<file path="src/rtl/mux_gate_seq.sv">
// Bit-serial logic unit: one shared 2x1 mux cell evaluates AND/OR/NOR/XOR a bit per clock.
// Latency WIDTH edges from accept to out_valid; a held result stalls the unit until out_ready.

module gate_mux2 (
  input  logic sel,
  input  logic i0,
  input  logic i1,
  output logic o
);
  assign o = sel ? i1 : i0;
endmodule

module mux_gate_seq #(
  parameter int WIDTH = 8
) (
  input  logic             clk,
  input  logic             rst,
  input  logic             in_valid,
  output logic             in_ready,
  input  logic [WIDTH-1:0] a,
  input  logic [WIDTH-1:0] b,
  input  logic [1:0]       op,
  output logic             out_valid,
  input  logic             out_ready,
  output logic [WIDTH-1:0] y,
  output logic             busy
);
  localparam int CNT_W = (WIDTH > 1) ? $clog2(WIDTH) : 1;
  localparam logic [CNT_W-1:0] CNT_LAST = CNT_W'(WIDTH - 1);
  localparam logic [CNT_W-1:0] CNT_ONE  = CNT_W'(1);

  localparam logic [1:0] OP_AND = 2'd0;
  localparam logic [1:0] OP_OR  = 2'd1;
  localparam logic [1:0] OP_NOR = 2'd2;
  localparam logic [1:0] OP_XOR = 2'd3;

  typedef enum logic [1:0] {
    ST_IDLE = 2'd0,
    ST_RUN  = 2'd1,
    ST_DONE = 2'd2
  } state_e;

  state_e           state_q, state_d;
  logic [WIDTH-1:0] a_q, a_d;
  logic [WIDTH-1:0] b_q, b_d;
  logic [1:0]       op_q, op_d;
  logic [WIDTH-1:0] res_q, res_d;
  logic [WIDTH-1:0] y_q, y_d;
  logic [CNT_W-1:0] cnt_q, cnt_d;

  logic bit_sel;
  logic bit_b;
  logic mux_i0;
  logic mux_i1;
  logic mux_o;

  // The operand-A bit steers the shared mux; the gate type only shapes its data inputs.
  always_comb begin
    bit_sel = a_q[cnt_q];
    bit_b   = b_q[cnt_q];
    mux_i0  = 1'b0;
    mux_i1  = 1'b0;
    case (op_q)
      OP_AND: begin mux_i1 = bit_b;  mux_i0 = 1'b0;   end
      OP_OR:  begin mux_i1 = 1'b1;   mux_i0 = bit_b;  end
      OP_NOR: begin mux_i1 = 1'b0;   mux_i0 = ~bit_b; end
      OP_XOR: begin mux_i1 = ~bit_b; mux_i0 = bit_b;  end
      default: begin mux_i1 = 1'b0;  mux_i0 = 1'b0;   end
    endcase
  end

  gate_mux2 u_cell (
    .sel (bit_sel),
    .i0  (mux_i0),
    .i1  (mux_i1),
    .o   (mux_o)
  );

  always_comb begin
    state_d = state_q;
    a_d     = a_q;
    b_d     = b_q;
    op_d    = op_q;
    res_d   = res_q;
    y_d     = y_q;
    cnt_d   = cnt_q;
    case (state_q)
      ST_IDLE: begin
        if (in_valid) begin
          a_d     = a;
          b_d     = b;
          op_d    = op;
          res_d   = '0;
          cnt_d   = '0;
          state_d = ST_RUN;
        end
      end
      ST_RUN: begin
        res_d[cnt_q] = mux_o;
        if (cnt_q == CNT_LAST) begin
          cnt_d   = '0;
          y_d     = res_d;
          state_d = ST_DONE;
        end else begin
          cnt_d = cnt_q + CNT_ONE;
        end
      end
      ST_DONE: begin
        if (out_ready) begin
          state_d = ST_IDLE;
        end
      end
      default: begin
        state_d = ST_IDLE;
      end
    endcase
  end

  always_ff @(posedge clk) begin
    if (rst) begin
      state_q <= ST_IDLE;
      a_q     <= '0;
      b_q     <= '0;
      op_q    <= '0;
      res_q   <= '0;
      y_q     <= '0;
      cnt_q   <= '0;
    end else begin
      state_q <= state_d;
      a_q     <= a_d;
      b_q     <= b_d;
      op_q    <= op_d;
      res_q   <= res_d;
      y_q     <= y_d;
      cnt_q   <= cnt_d;
    end
  end

  assign in_ready  = (state_q == ST_IDLE);
  assign busy      = (state_q == ST_RUN);
  assign out_valid = (state_q == ST_DONE);
  assign y         = y_q;

endmodule
</file>
<file path="config.mk">
export PLATFORM = sky130hd
export DESIGN_NAME = mux_gate_seq
export DESIGN_NICKNAME = d
export VERILOG_FILES = /design/src/rtl/mux_gate_seq.sv
export SDC_FILE = /design/constraint.sdc
export NUM_CORES = 1
export LEC_CHECK = 0
export BUFFER_PORTS_ARGS = -buffer_cell sky130_fd_sc_hd__clkbuf_2
export CORE_MARGIN = 2
export CORE_UTILIZATION = 45
export DETAILED_ROUTE_END_ITERATION = 6
export GPL_ROUTABILITY_DRIVEN = 1
export HOLD_SLACK_MARGIN = 0.05
export PLACE_DENSITY_LB_ADDON = 0.3
export RECOVER_POWER = 25
export SYNTH_ARGS = -nofsm -noshare
export SYNTH_HDL_FRONTEND = slang
export SYNTH_SLANG_ARGS = --single-unit
</file>
<file path="constraint.sdc">
create_clock -name clk -period 2 [get_ports clk]
set_input_delay 0.1 -clock clk [delete_from_list [all_inputs] [get_ports clk]]
set_output_delay 0.1 -clock clk [all_outputs]
set_load 0.01 [all_outputs]
</file>
Word level (Yosys, flattened, before mapping):

Cells that the tools add are included.

* order comparisons: 2
* bitwise logic cells: 1
* equality and inequality tests: 9
* reductions and logical operators: 9
* $add $sub $neg: 1
* multiplexer cells: 19

Operators with widths (count)
* 8-bit case mux with 2 select lines: 1
* 8-bit bitwise mux: 1
* 8-bit two-way mux: 1
* 1-bit binary-select mux with 3-bit select: 2
* 2-bit == test (second input constant): 3
* 2-bit two-way mux: 3
* 3-bit two-way mux: 2
* 2-bit case mux with 3 select lines: 1
* 3-bit case mux with 2 select lines: 1
* 2-bit AND reduction: 3
* 2-bit by 1-bit == test with 1-bit output (second input constant): 2
* 2-bit zero test: 2
* 3-bit by 4-bit less-than comparator with 1-bit output (second input constant): 1
* 1-bit two-way mux: 4
* 2-bit by 1-bit inequality test with 1-bit output (second input constant): 2
* 1-bit case mux with 4 select lines: 1
* 3-bit by 1-bit adder with 3-bit output (second input constant): 1
* 1-bit demux with 3-bit select: 1
* 3-bit == test (second input constant): 1
* 3-bit by 1-bit greater-or-equal comparator with 1-bit output (second input constant): 1
* 1-bit case mux with 3 select lines: 1
* 3-bit AND reduction: 1
* 2-bit inequality test (second input constant): 1
* 2-bit nonzero test: 1
* 3 further kinds: 3

* register bits after elaboration: 39
* bits of input ports: 22
* logic and storage cells: 48
* output and inout bits: 11

Longest topological paths before layout:

Gate-level depths: netlist of the first run.

* depth after elaboration: 7
* mapped depth: 8
* mapped depth without buffers: 6

Cells and area by module:

A second synthesis of the first run with hierarchy kept.

* cells, all modules: 214
* area total of the unflattened synthesis: 1799.2 um2

Modules (own cells, without submodules)
* mux_gate_seq: sequential area each 780.7 um2, area an instance 1784.2 um2, times used 1, cells each 213
* gate_mux2: sequential area each 0.0 um2, area an instance 15.0 um2, times used 1, cells each 1

Worst setup path after synthesis of the first run:

Ideal clock, no wire load.

* path kind: register to register
* from: register cnt_q[0]
* to: register res_q[5]
* cell stages (with the launch flop): 7
* setup time: 0.122 ns
* period minus slack after synthesis: 2.125 ns
* arrival: 2.002 ns
* required time: 1.878 ns
* path buffers: 1
* setup slack: -0.125 ns
* cell sequence: dfxtp_1 -> mux4_1 -> mux2_2 -> xnor2_1 -> a211oi_4 -> buf_6 -> o31ai_1

* cells in the longest elaborated chain, start to end: 7
* elaborated cells on any way between the ends: 15
* those cells by class: 2 x order compare; 11 x mux; 1 x bitwise; 1 x reduce/logical

RTL lines
* from (decl): line 49 `logic [CNT_W-1:0] cnt_q, cnt_d;`
* from (signal assigned): line 135 `cnt_q <= cnt_d;`
* 1-bit binary-select mux with 3-bit select: line 60 `bit_b = b_q[cnt_q];`
* 1-bit two-way mux (not written as such): line 60
* 1-bit NOT: line 66, 67
* 1-bit case mux with 4 select lines / 1-bit case mux with 3 select lines (equally long branches): line 63 `case (op_q)`
* 1-bit two-way mux: line 10 `assign o = sel ? i1 : i0;`
* 8-bit bitwise mux (*): line 99 `res_d[cnt_q] = mux_o;`
* 8-bit case mux with 2 select lines (*): line 87 `case (state_q)`
* to (signal assigned): line 133 `res_q <= res_d;`
* to (decl): line 47 `logic [WIDTH-1:0] res_q, res_d;`

Mark *: on every way between the ends. The rest lies on a longest branch, timed or not. The select of a mux whose other input is x is not followed.
A chain may end at the register's enable or synchronous reset.

Worst setup path after layout of the first run:

* from: register cnt_q[0]
* to: register res_q[1]

The elaborated chain is that of the path after synthesis.

==> metrics.cfg, run 1 <==
[logic_synthesis]
ys_types=35
synth_nets=244
synthesis.area_um2=1870
synthArstFlopShare_pct=0
ys.flop_type=dfxtp_1
synth_simple_gate_area_share_pct=25.2
synth_edf_count=0
synth_seq_cells=39
synth_seq_area_share_pct=41.7
synthCells=220
synth_top_family_by_area=simple AND/OR/NAND/NOR gates
synth_xor_area_share_pct=0.468
postSynthAreaPerCell_um2=8.50
yosysWarnings=0
synthAdderAreaFrac_pct=1.34
synth-compound-area-share_pct=18.4
synth.top_cells.by_count=nand2_1 (54), dfxtp_1 (39), a21oi_1 (25)
synth_top_area_share_pct=41.7
synthMuxAreaShare_pct=7.83
synth.most_common_cell=nand2_1
yosysTopAreaCell=dfxtp_1
synth_area_leaders=dfxtp_1 (42%), nand2_1 (11%), a21oi_1 (6.7%)

[sta]
worstMarginPinSlew_ns=0.594
slew_violations=0
rsz0062_at_grt=yes
setup_violations=16
fin_ws_ns=-0.114
clock-skew-final_ns=0.00498
hold_ws_ns=0.434
post-route-min-period_ns=2.11
hold_violations=0
fin_crit_sh_pct=106
maxSlewHeadroom_pct=60.4
clock.fmax_ghz=0.473

[critical_path]
r2r-end=res_q[1]$_SDFFE_PP0P_
cp.required_ns=2.19
critPathLaunch=cnt_q[0]$_SDFFE_PP0P_
setup.worst_path.end=res_q[1]$_SDFFE_PP0P_
end_kind=flop
reg2regPathDepth=8
critPathArrivalTime_ns=2.30
cp-start-kind=flop
rr_startpoint=cnt_q[0]$_SDFFE_PP0P_
rrSetupSlack_ns=-0.11
crit_type=flop to flop
worstPathMaxFanout=6

[route]
drt-total-wl_um=4430
viasPerCell=5.13
firstDrtPassIters=4
drtAntennaViolNets=0
drcViolationCount=0
via_count=1672
drt_iter0_markers=101
wl_per_cell_um=13.6

[floorplanning]
die_area_um2=4690
ios=33
std_cell_rows=23
start_util_pct=46.8
die_w_um=68.5
core_area_um2=4000
die_y_um=68.5

[cells_and_area]
drive_above_1_share_pct=23.9
num_antenna_cells=0
fin_nets=299
syn_to_final_growth_pct=31.7

[grt]
grt_pass1_wl_um=7210
overflow=0
grt_pass1_vias=1527
grt_antenna_before_repair=0
grt_max_degree=23
grt_usage_pct=21.1

[power_and_ir_drop]
seqPwrFrac_pct=50.0
pwr-share-clk_pct=33.9
comb_power_share_pct=16.1
power_leakage_nw=0.960
swShare_pct=28.2
finalPower_mw=1.65
p_int_mw=1.18
power_switching_uw=465
powerDensity_nw_per_um2=669
ir_drop_v=0.000407

[outcome]
violations=negative setup slack
outcome=complete, but fails checks

[clock_tree]
worstSkewPairLatency_ns=0.30
cts_buffer_depth=2
clock_sinks=39
tritoncts=built
cts_inserted_buffers=5
htreeDepth=2
clkTransAtPathRegs_ns=0.08
cts_root_buffer=clkbuf_8

[hold_path]
min_path_cells=4
hold_class=input pin to flop

[flow_run]
cap_violations=0

[placed_design]
place_ws_ns=-0.109
gp_congestion=0.767
portBuffers=32
dp_hpwl_um=2650

layout make-up:
class,instances,area [um2]
Timing Repair Buffer,65,467
Multi-Input combinational cell,160,1040
Tap cell,50,62.6
Clock inverter,3,23.8
Fill cell,349,1540
Clock buffer,5,68.8
Inverter,4,15.0
Sequential cell,39,785
worst min-delay path by stage:
stage	slack [ns]	start	endpoint
after floorplan	0.24	a[3]	a_q[3]$_SDFFE_PP0P_
after global placement	0.32	a[5]	a_q[5]$_SDFFE_PP0P_
after detailed placement	0.33	a[4]	a_q[4]$_SDFFE_PP0P_
after CTS	0.43	in_valid	state_q[0]$_SDFFE_PP0P_
after global routing	0.47	in_valid	state_q[0]$_SDFFE_PP0P_
final	0.43	in_valid	state_q[0]$_SDFFE_PP0P_
cell usage in the layout, fill, tap and decap left out, types with 2 or more instances in the layout:
master          n
nand2_1        54
dfxtp_1        38
a21oi_1        25
clkbuf_2       24
dlygate4sd3_1  20
nand3b_1        9
clkbuf_1        8
buf_4           8
nor2_1          7
nand3_1         6
clkbuf_8        5
buf_6           5
nand2b_1        4
inv_1           4
o31ai_1         4
or3_1           4
o22ai_1         4
mux4_2          3
and3_1          3
o21ai_0         3
a211o_1         3
a21o_1          3
o41ai_2         3
nor2b_1         2
and2_1          2
o31ai_2         2
o21ai_2         2
a22oi_1         2
ha_1            2
clkinvlp_4      2
flip-flops by register name (all words and copies together), names as in the netlist:
signal   cells
a_q          8
cnt_q        3
op_q         2
state_q      2
res_q        8
y            8
b_q          8
cell families after synthesis:
kind of cell	after synthesis
compound gates	53
xor+xnor	1
fa+ha+maj	2
buf+inv	21
flops	39
mux	7
simple gates	97
worst max-delay path, stage by stage (launching register included):
cell	delay, ns
dfxtp_4	0.39
buf_6	0.10
mux4_2	0.51
mux2i_4	0.18
buf_6	0.13
xnor2_2	0.07
a211oi_4	0.34
buf_6	0.19
o31ai_2	0.07
metal layers:
metal / vias up / part of all wire (%) / track usage (%)
met5: - / 0 / 0
met4: 0 / 0.77 / 10.0
met3: 2 / 4.4 / 5.43
met2: 35 / 49 / 32.6
met1: 762 / 46 / 27.3
li1: 873 / - / -
power groups by stage:
stage / sequential (mW) / clock (mW) / combinational [mW]
4_1_cts: 0.823 / 0.572 / 0.251
3_5_place_dp: 0.842 / 0 / 0.208
3_3_place_gp: 0.841 / 0 / 0.204
5_1_grt: 0.827 / 0.599 / 0.294
2_1_floorplan: 0.835 / 0 / 0.155
6_report: 0.823 / 0.559 / 0.265
stage by stage:
stage	std cells	cell area (um2)	TNS (ns)	utilization (%)
floorplan	220	1880	0	-
global placement	295	2100	-0.269	52.5
detailed placement	295	2100	-0.849	52.5
CTS	325	2450	-0.831	61.2
global route	326	2460	-2.51	61.6
finish	326	2460	-1.52	61.6
repair_timing:
action	4_1_cts	5_1_grt
gates resized for setup	7	6
hold buffers	20	0
pin swaps	4	0
buffers inserted	2	0
endpoints found under the setup margin	15	16
cloned	0	1
endpoints found under the hold margin	20	0
Power figures use the tool's default switching activity.
==> run 2, diff against run 1 <==
Settings changed: SKIP_LAST_GASP from default to 1.
==> run 2 against run 1 <==
  * The flow still finishes with violations (negative setup slack)
  * Total power rose by 0.11%
  * Sequential power barely moved
  * Via count rose by 0.78%
  * Hold slack improved by 0.0026 ns
  * Critical endpoint is now res_q[7]$_SDFFE_PP0P_
==> metrics.cfg, run 2 (synthesized netlist as in run 1, its figures left out) <==
[outcome]
outcome=complete, but fails checks
violations=negative setup slack

[floorplanning]
std_cell_rows=23
core_area_um2=4000
die_area_um2=4690
start_util_pct=46.8
ios=33
die_w_um=68.5
die_y_um=68.5

[clock_tree]
cts_inserted_buffers=5
clkTransAtPathRegs_ns=0.08
cts_root_buffer=clkbuf_8
cts_buffer_depth=2
worstSkewPairLatency_ns=0.30
htreeDepth=2
tritoncts=built
clock_sinks=39

[power_and_ir_drop]
finalPower_mw=1.65
p_int_mw=1.18
pwr-share-clk_pct=33.9
swShare_pct=28.3
ir_drop_v=0.000406
power_leakage_nw=0.988
seqPwrFrac_pct=49.9
comb_power_share_pct=16.2
powerDensity_nw_per_um2=665
power_switching_uw=466

[sta]
clock.fmax_ghz=0.474
maxSlewHeadroom_pct=60.4
fin_ws_ns=-0.109
worstMarginPinSlew_ns=0.594
setup_violations=16
clock-skew-final_ns=0.00488
hold_violations=0
post-route-min-period_ns=2.11
slew_violations=0
rsz0062_at_grt=yes
fin_crit_sh_pct=105

[cells_and_area]
num_antenna_cells=0
final_common_cell=nand2_1
final_cells=326
final_cell_mix=nand2_1 (54), dfxtp_1 (38), a21oi_1 (25)
syn_to_final_growth_pct=32.6
fin_nets=299
drive_above_1_share_pct=24.3

[flow_run]
cap_violations=0

[critical_path]
cp_slowest_cell=mux4_2
path_cells=buf_6 -> mux4_2 -> mux2i_4 -> buf_6 -> xnor2_2 -> a211oi_4 -> buf_6 -> o31ai_1
reg2regPathDepth=8
critPathArrivalTime_ns=2.30
end_kind=flop
cp_num_buf_inv=3
worstPathMaxFanout=6
cp.required_ns=2.19
max_stage_delay_ns=0.51
cpMostUsedCell=buf_6
cp-start-kind=flop
crit_type=flop to flop
cpLargestDelayFamily=multiplexers
path_depth=8

[hold_path]
min_path_cells=4
hold_class=input pin to flop

[route]
drt_iter0_markers=128
via_count=1685
drcViolationCount=0
viasPerCell=5.17
drt-total-wl_um=4440
wl_per_cell_um=13.6
firstDrtPassIters=4
drtAntennaViolNets=0

[placed_design]
place_ws_ns=-0.109
dp.cells=295
dp_hpwl_um=2650
portBuffers=32
gp_congestion=0.767

[grt]
grt_antenna_before_repair=0
grt_pass1_wl_um=7210
overflow=0
grt_pass1_vias=1530
grt_max_degree=23
grt_usage_pct=21.1

-- run 2: cell counts in the layout (fill, tap and decap cells not counted) --
Identical to the previous run, type by type.
-- run 2: metrics by stage --
| step | utilization [%] | cell area, um2 | TNS [ns] | hold slack (ns) |
|---|---|---|---|---|
| 6_report | 62.0 | 2480 | -1.44 | 0.436 |
| 3_5_place_dp | 52.5 | 2100 | -0.849 | 0.330 |
| 4_1_cts | 61.2 | 2450 | -0.905 | 0.427 |
| 2_1_floorplan | - | 1880 | 0 | 0.236 |
| 5_1_grt | 62.0 | 2480 | -2.51 | 0.473 |
| 3_3_place_gp | 52.5 | 2100 | -0.269 | 0.325 |
-- run 2: path summary, 6_finish.rpt --
path,startpoint,slack (ns),endpoint
worst max-delay path,cnt_q[0]$_SDFFE_PP0P_,-0.11,res_q[7]$_SDFFE_PP0P_
worst min-delay path,in_valid,0.44,a_q[4]$_SDFFE_PP0P_
worst max register to register,cnt_q[0]$_SDFFE_PP0P_,-0.11,res_q[7]$_SDFFE_PP0P_
worst min register to register,b_q[5]$_SDFFE_PP0P_,0.46,b_q[5]$_SDFFE_PP0P_
-- run 2: power groups by stage --
stage / Sequential (mW) / Combinational, mW / Clock [mW]
3_3_place_gp: 0.841 / 0.204 / 0
4_1_cts: 0.823 / 0.251 / 0.572
5_1_grt: 0.827 / 0.296 / 0.599
3_5_place_dp: 0.842 / 0.208 / 0
6_report: 0.824 / 0.267 / 0.559
2_1_floorplan: 0.835 / 0.155 / 0
-- run 2: final cells by class --
| type | count | area (um2) |
|---|---|---|
| clock buffer | 5 | 68.8 |
| clock inverter | 3 | 23.8 |
| fill | 342 | 1520 |
| inverter | 4 | 15.0 |
| multi-input combinational | 160 | 1060 |
| sequential | 39 | 785 |
| tap | 50 | 62.6 |
| timing repair buffer | 65 | 467 |
-- run 2: metal layers --
metal / up-vias / GRT usage, % / wire length, um
met5: - / 0 / 0
met4: 0 / 10.0 / 85
met3: 7 / 5.43 / 159
met2: 36 / 32.6 / 2140
met1: 770 / 27.3 / 2050
li1: 872 / - / -
-- run 2: timing repair --
item / in CTS / in global routing
gates resized for setup: 7 / 8
buffers inserted: 2 / 0
hold endpoints to repair: 20 / 0
pin swaps: 3 / 0
hold buffers: 20 / 0
setup endpoints to repair: 15 / 16
cloned: 0 / 1
-- run 2: worst min-delay path, cell delays in order --
cell and delay (ns):
clkbuf_2 0.09, and2_1 0.32, nand2_1 0.14, a21oi_1 0.05
